--- config.mk ---
export PLATFORM = sky130hd
export DESIGN_NAME = tone_sequencer
export DESIGN_NICKNAME = d
export VERILOG_FILES = /design/src/rtl/tone_pkg.sv /design/src/rtl/tone_rom.sv /design/src/rtl/tone_sequencer.sv
export SDC_FILE = /design/constraint.sdc
export NUM_CORES = 1
export LEC_CHECK = 0
export ABC_AREA = 0
export BUFFER_PORTS_ARGS = -buffer_cell sky130_fd_sc_hd__buf_2
export CAP_MARGIN = 20
export CORE_MARGIN = 10
export CORE_UTILIZATION = 39
export DETAILED_ROUTE_END_ITERATION = 10
export PLACE_DENSITY = 0.59
export REMOVE_ABC_BUFFERS = 1
export SYNTH_ARGS = -nofsm -noshare
export SYNTH_HDL_FRONTEND = slang
export SYNTH_SLANG_ARGS = --single-unit
--- constraint.sdc ---
create_clock -name hwclk -period 2.6 [get_ports hwclk]
set_clock_uncertainty 0.05 [all_clocks]
set_input_delay 0.13 -clock hwclk [delete_from_list [all_inputs] [get_ports hwclk]]
set_output_delay 0.13 -clock hwclk [all_outputs]
set_load 0.01 [all_outputs]
--- src/rtl/tone_pkg.sv ---
// Shared types and melody constants for the keylock tone sequencer.
// Half-periods are in 12 MHz hwclk cycles.
package tone_pkg;

    typedef enum logic [1:0] {
        IDLE = 2'd0,
        NOTE = 2'd1,
        GAP  = 2'd2
    } state_t;

    typedef enum logic {
        MEL_OK  = 1'b0,
        MEL_ERR = 1'b1
    } mel_t;

    // ACCEPT: 1 kHz, 1.33 kHz, 2 kHz; REJECT: 500 Hz twice
    localparam logic [31:0] HP_OK_0 = 32'd6000;
    localparam logic [31:0] HP_OK_1 = 32'd4500;
    localparam logic [31:0] HP_OK_2 = 32'd3000;
    localparam logic [31:0] HP_ERR  = 32'd12000;

    localparam logic [1:0] LEN_OK  = 2'd3;
    localparam logic [1:0] LEN_ERR = 2'd2;

endpackage

--- src/rtl/tone_rom.sv ---
// Combinational melody lookup: (melody, note index) -> half-period and last-note flag.
// Out-of-range indices read as silent and last so a stray index always terminates.
module tone_rom
    import tone_pkg::*;
#(
    parameter int unsigned HP_WIDTH = 32
) (
    input  mel_t                mel,
    input  logic [1:0]          idx,
    output logic [HP_WIDTH-1:0] halfperiod,
    output logic                is_last
);

    logic [31:0] hp_s;
    logic [1:0]  len_s;

    // Note table and melody length lookup
    always_comb begin
        hp_s  = 32'd0;
        len_s = LEN_OK;
        case (mel)
            MEL_OK: begin
                len_s = LEN_OK;
                case (idx)
                    2'd0:    hp_s = HP_OK_0;
                    2'd1:    hp_s = HP_OK_1;
                    2'd2:    hp_s = HP_OK_2;
                    default: hp_s = 32'd0;
                endcase
            end
            MEL_ERR: begin
                len_s = LEN_ERR;
                case (idx)
                    2'd0:    hp_s = HP_ERR;
                    2'd1:    hp_s = HP_ERR;
                    default: hp_s = 32'd0;
                endcase
            end
            default: begin
                len_s = LEN_OK;
                hp_s  = 32'd0;
            end
        endcase
        halfperiod = HP_WIDTH'(hp_s);
        is_last    = (idx >= (len_s - 2'd1));
    end

endmodule

--- src/rtl/tone_sequencer.sv ---
// Plays the ACCEPT / REJECT buzzer melody on a one-cycle trigger.
// Emits a registered half-period + tone enable per note, busy while playing, done at the end.
module tone_sequencer
    import tone_pkg::*;
#(
    parameter int unsigned NOTE_CYCLES = 2_400_000,
    parameter int unsigned GAP_CYCLES  = 600_000,
    parameter int unsigned HP_WIDTH    = 32
) (
    input  logic                hwclk,
    input  logic                rst,
    input  logic                play_ok,
    input  logic                play_err,
    output logic [HP_WIDTH-1:0] tone_halfperiod,
    output logic                tone_en,
    output logic                busy,
    output logic                done
);

    localparam logic [31:0] NOTE_TC = 32'(NOTE_CYCLES - 32'd1);
    localparam logic [31:0] GAP_TC  = 32'(GAP_CYCLES - 32'd1);

    state_t              state_r, state_s;
    logic [31:0]         cnt_r, cnt_s;
    logic [1:0]          idx_r, idx_s;
    mel_t                mel_r, mel_s;
    logic                is_last_r;
    logic                done_s;
    logic [HP_WIDTH-1:0] rom_hp_s;
    logic                rom_last_s;
    logic [HP_WIDTH-1:0] hp_r;
    logic                tone_en_r, busy_r, done_r;

    // ROM is addressed with the next note so its value can be registered on entry
    tone_rom #(.HP_WIDTH(HP_WIDTH)) u_rom (
        .mel        (mel_s),
        .idx        (idx_s),
        .halfperiod (rom_hp_s),
        .is_last    (rom_last_s)
    );

    // Next-state, counter, index and melody-select logic
    always_comb begin
        state_s = state_r;
        cnt_s   = cnt_r + 32'd1;
        idx_s   = idx_r;
        mel_s   = mel_r;
        done_s  = 1'b0;
        case (state_r)
            IDLE: begin
                cnt_s = 32'd0;
                idx_s = 2'd0;
                if (play_err) begin
                    mel_s   = MEL_ERR;
                    state_s = NOTE;
                end else if (play_ok) begin
                    mel_s   = MEL_OK;
                    state_s = NOTE;
                end else begin
                    state_s = IDLE;
                end
            end
            NOTE: begin
                if (play_err && (mel_r == MEL_OK)) begin
                    mel_s   = MEL_ERR;
                    idx_s   = 2'd0;
                    cnt_s   = 32'd0;
                    state_s = NOTE;
                end else if (cnt_r == NOTE_TC) begin
                    cnt_s   = 32'd0;
                    state_s = GAP;
                end else begin
                    state_s = NOTE;
                end
            end
            GAP: begin
                // REJECT preempts ACCEPT even on the final gap cycle, so no done then
                if (play_err && (mel_r == MEL_OK)) begin
                    mel_s   = MEL_ERR;
                    idx_s   = 2'd0;
                    cnt_s   = 32'd0;
                    state_s = NOTE;
                end else if (cnt_r == GAP_TC) begin
                    cnt_s = 32'd0;
                    if (is_last_r) begin
                        idx_s   = 2'd0;
                        done_s  = 1'b1;
                        state_s = IDLE;
                    end else begin
                        idx_s   = idx_r + 2'd1;
                        state_s = NOTE;
                    end
                end else begin
                    state_s = GAP;
                end
            end
            default: begin
                cnt_s   = 32'd0;
                idx_s   = 2'd0;
                state_s = IDLE;
            end
        endcase
    end

    // State and registered outputs
    always_ff @(posedge hwclk or posedge rst) begin
        if (rst) begin
            state_r   <= IDLE;
            cnt_r     <= 32'd0;
            idx_r     <= 2'd0;
            mel_r     <= MEL_OK;
            is_last_r <= 1'b0;
            hp_r      <= {HP_WIDTH{1'b0}};
            tone_en_r <= 1'b0;
            busy_r    <= 1'b0;
            done_r    <= 1'b0;
        end else begin
            state_r   <= state_s;
            cnt_r     <= cnt_s;
            idx_r     <= idx_s;
            mel_r     <= mel_s;
            is_last_r <= rom_last_s;
            hp_r      <= (state_s == NOTE) ? rom_hp_s : {HP_WIDTH{1'b0}};
            tone_en_r <= (state_s == NOTE);
            busy_r    <= (state_s != IDLE);
            done_r    <= done_s;
        end
    end

    assign tone_halfperiod = hp_r;
    assign tone_en         = tone_en_r;
    assign busy            = busy_r;
    assign done            = done_r;

endmodule

==> results.md <==
Floorplan:
- The height of the chip is 106 um.
- The initial utilization of the core area, before any placement, comes to 39.7%.
- For this design the top-level I/O count stands at 39.
- The total area inside the core boundary comes to 0.00721 mm2.
- The floorplan step defined a die boundary enclosing 0.0112 mm2.
- The cell row count is 31.
- The width of the die is 106 um.

Run:
- Across the run, the number of max-cap violations was 0.

Yosys:
- The count of unique library cells instantiated by Yosys is 46.
- By area the synthesized netlist is led by sky130_fd_sc_hd__dfrtp_1, sky130_fd_sc_hd__buf_4, sky130_fd_sc_hd__nor2_1, sky130_fd_sc_hd__ha_1, sky130_fd_sc_hd__xor2_1.
- The synthesized area per cell is 9.58 um2.
- The synthesized design contains 50 register bits.
- Of all cell types, the one taking the most synthesized area is sky130_fd_sc_hd__dfrtp_1.
- The sequential element share of the synthesized area is 43.7%.
- The cell area after technology mapping is 0.00287 mm2.
- Yosys mapped a number of flops with a built-in enable equal to 0.
- For this run, asynchronously set or reset flops after synthesis account for 100%.
- The number of standard cells after synthesis is 299.
- The synthesized design devotes to its leading area cell type 43.7% of total area.
- The number of warnings reported in the yosys synthesis log is 0.
- Among all flip-flop cells after synthesis, the most frequent one is sky130_fd_sc_hd__dfrtp_1.

Detailed routing:
- The number of vias per cell after detailed routing is 4.83.
- The remaining antenna violation count after routing is 0.
- For this run, design rule violations remaining after detail routing come to 0.
- For this run, the detailed router's first-pass iteration total came to 4.
- The overall routed net length is 6150 um.
- After detailed routing, the average wire length per cell comes to 13.4 um.
- The number of DRC violations after detailed-routing iteration 0 is 70.
- The total number of vias is 2217.

GRT:
- The largest net degree at the start of global routing is 34.
- The met2 capacity usage during global routing is 17.0%.
- Global routing used 10.9% of the available tracks across all layers.
- The global route total overflow is 0.
- The via count of the first global-routing pass came to 2192.
- Global routing consumed, on the met1 layer, 14.4% of the routing resources.
- The global-route wire length before repair is 10400 um.
- The number of antenna violations at the first check in global routing is 0.
- After global routing, the most crowded layer is met2.
- For met3 alone, demand over resource in global routing was 2.80%.

Critical path:
- STA puts the critical path data required time at 2.74 ns.
- The end of the worst register-to-register path is tone_halfperiod[10]$_DFF_PP0_.
- The worst reg2reg path startpoint is cnt_r[18]$_DFF_PP0_.
- The worst-case register-to-register setup slack is 0.09 ns.
- The worst setup path is captured at a flop.
- The setup path with the least slack is of type flop to flop.
- The arrival time of the worst setup path is 2.65 ns.
- In this run the worst path has a maximum fanout of 3.
- The startpoint class of the critical path is a flop.
- The depth of the worst register-to-register path is 10.

Cells and area:
- In the final layout, the share of cells above drive strength 1 is 26.9%.
- The library cells used most frequently in the layout, excluding fill and tap cells, are sky130_fd_sc_hd__dfrtp_1, sky130_fd_sc_hd__buf_4, sky130_fd_sc_hd__nor2_1.
- The final design instance area without fill is 0.00351 mm2.
- The area growth from synthesis to layout is 22.4%.
- The number of antenna repair diodes is 0.
- The utilization after layout is 48.6%.
- The library cell used most frequently in the layout, excluding fill and tap cells, is sky130_fd_sc_hd__dfrtp_1.
- The net count of the finished layout is 375.
- The filler cells instantiated in the layout total 699.
- The finished layout holds 459 standard cells, fillers aside.

Timing:
- The smallest clock period supported by the final layout is computed as 2.51 ns.
- The slew of the pin with the lowest slew margin is 0.695 ns.
- The highest clock frequency the design can meet is 398 MHz.
- After layout, the worst setup slack is 0.0876 ns.
- The tightest slew margin relative to the limit is 53.6%.
- Setup violations remaining at the end of the flow were counted as 0.
- Dividing the final minimum period by the clock period gives 96.6%.
- Final hold analysis gives a worst-case slack of 0.283 ns.
- The final hold violation count came to 0.
- The total count of max-transition violations in the final report is 0.
- The setup TNS after final layout is 0 ns.

Power:
- The post-layout total power is 1.67 mW.
- The power density relative to cell area is 475 mW/mm2.
- The leakage power figure is 1.60 nW.
- The sequential group share of total power is 52.0%.
- Per report_power, the combinational group accounts for 15.1% of the total.
- The fraction of power consumed by the clock network is 32.9%.
- The cell internal power dissipation is 1.22 mW.
- The worst-case IR drop observed on VDD is 0.313 mV.
- Net switching is 26.9% of the power.
- For this design the total switching power over the nets is 448 uW.

Clock tree:
- In this run the number of H-tree levels came out at 2.
- Clock-pin slew was measured on the worst setup and hold paths at 0.09 ns.
- At the later pin of the worst-skew pair, clock insertion delay measures 0.30 ns.
- The clock passes through at most 2 buffers.
- The number of clock buffers inserted by TritonCTS is 5.
- The master cell of the clock root buffer is sky130_fd_sc_hd__clkbuf_8.
- The TritonCTS clock tree is yes.
- The clock sink count is 50.

Worst hold path:
- The startpoint identified for the worst hold timing path is play_err.
- The worst-case hold path end point is mel_r$_DFF_PP0_.
- In this run the worst hold path is classified as input pin to flop.
- The number of cells on the worst hold path is 4.

Place:
- OpenSTA, run right after detailed placement, puts the worst setup slack at -0.0253 ns.
- The instance count after placement with tap cells included is 447.
- The quantity of I/O buffers inserted on ports is 18.
- Summed over all nets, the half-perimeter wirelength after detailed placement is 4510 um.
- At the end of routability-driven placement, the weighted congestion stood at 0.857.
- After detailed placement, the total cell area comes to 0.00327 mm2.

Status:
- The run finished with clean final reports.
[layer usage]
metal,vias to the layer above,wire [um]
met4,0,73
met1,1043,2980
met5,-,0
li1,1123,-
met3,7,281
met2,44,2810
[synth_stat cells (all sizes together) (2+ instances only)]
| cell type | n |
|---|---|
| a211oi | 2 |
| a21o | 3 |
| a21oi | 9 |
| a31oi | 2 |
| and2 | 4 |
| and3 | 5 |
| and4 | 3 |
| buf | 28 |
| clkbuf | 2 |
| dfrtp | 50 |
| ha | 12 |
| inv | 11 |
| nand2 | 11 |
| nand2b | 4 |
| nand3 | 16 |
| nand4 | 14 |
| nor2 | 42 |
| nor3 | 11 |
| nor3b | 3 |
| nor4 | 14 |
| o31a | 2 |
| or2 | 2 |
| or3 | 3 |
| xnor2 | 13 |
| xor2 | 17 |
[critical path, cell delays in order (launching register included)]
cell                       delay, ns
sky130_fd_sc_hd__dfrtp_1        0.38
sky130_fd_sc_hd__or2_1          0.29
sky130_fd_sc_hd__nor4bb_4       0.33
sky130_fd_sc_hd__nand4b_1       0.16
sky130_fd_sc_hd__and2_4         0.20
sky130_fd_sc_hd__or3_4          0.40
sky130_fd_sc_hd__ha_2           0.20
sky130_fd_sc_hd__nor2_2         0.14
sky130_fd_sc_hd__nor3_2         0.07
sky130_fd_sc_hd__a21oi_1        0.14
sky130_fd_sc_hd__nor3_1         0.06
[logic make-up (layout without fill, tap and decap cells)]
group,Yosys count,count (layout),synth area share [%]
flip-flops,50,50,43.7
buffers and inverters,41,83,8.65
XOR/XNOR,30,30,9.17
adder cells (fa/ha/maj),12,12,5.24
AND/OR/NAND/NOR,140,140,26.6
other,1,20,0.131
AO/OA/AOI/OAI,25,25,6.51
[power groups by stage]
stage	registers, mW	logic [mW]	clock network [mW]
after floorplan	0.887	0.138	0
after global placement	0.880	0.244	0
after detailed placement	0.881	0.244	0
after CTS	0.866	0.251	0.575
after global routing	0.873	0.284	0.601
final	0.867	0.251	0.549
[sequential cells by signal, indices dropped and copies added (netlist names)]
register	cells
idx_r	2
busy	1
tone_en	1
is_last_r	1
done	1
state_r	2
tone_halfperiod	9
mel_r	1
cnt_r	32
[how the worst max path moves through the flow]
stage	startpoint	to	slack (ns)
floorplan	cnt_r[15]$_DFF_PP0_	tone_halfperiod[10]$_DFF_PP0_	0.06
global placement	cnt_r[20]$_DFF_PP0_	tone_halfperiod[7]$_DFF_PP0_	-0.005
detailed placement	state_r[1]$_DFF_PP0_	tone_halfperiod[7]$_DFF_PP0_	-0.03
CTS	cnt_r[17]$_DFF_PP0_	tone_halfperiod[11]$_DFF_PP0_	0.009
global route	cnt_r[18]$_DFF_PP0_	tone_halfperiod[11]$_DFF_PP0_	-0.05
finish	cnt_r[18]$_DFF_PP0_	tone_halfperiod[10]$_DFF_PP0_	0.09
[what timing repair did]
action	4_1_cts	5_1_grt
pin swaps	0	1
endpoints found under the hold margin	31	0
gates resized for setup	5	15
setup buffers	0	3
hold buffers	1	0
setup endpoints to repair	4	7
[layout make-up]
class | count | area (um2) | share of cell area [%]
sequential | 50 | 1250 | 35.7
timing repair buffer | 64 | 450 | 12.8
clock inverter | 2 | 37.5 | 1.07
inverter | 11 | 41.3 | 1.18
tap | 99 | 124 | 3.53
clock buffer | 6 | 72.6 | 2.07
multi-input combinational | 227 | 1530 | 43.6
Power figures use the tool's default switching activity.
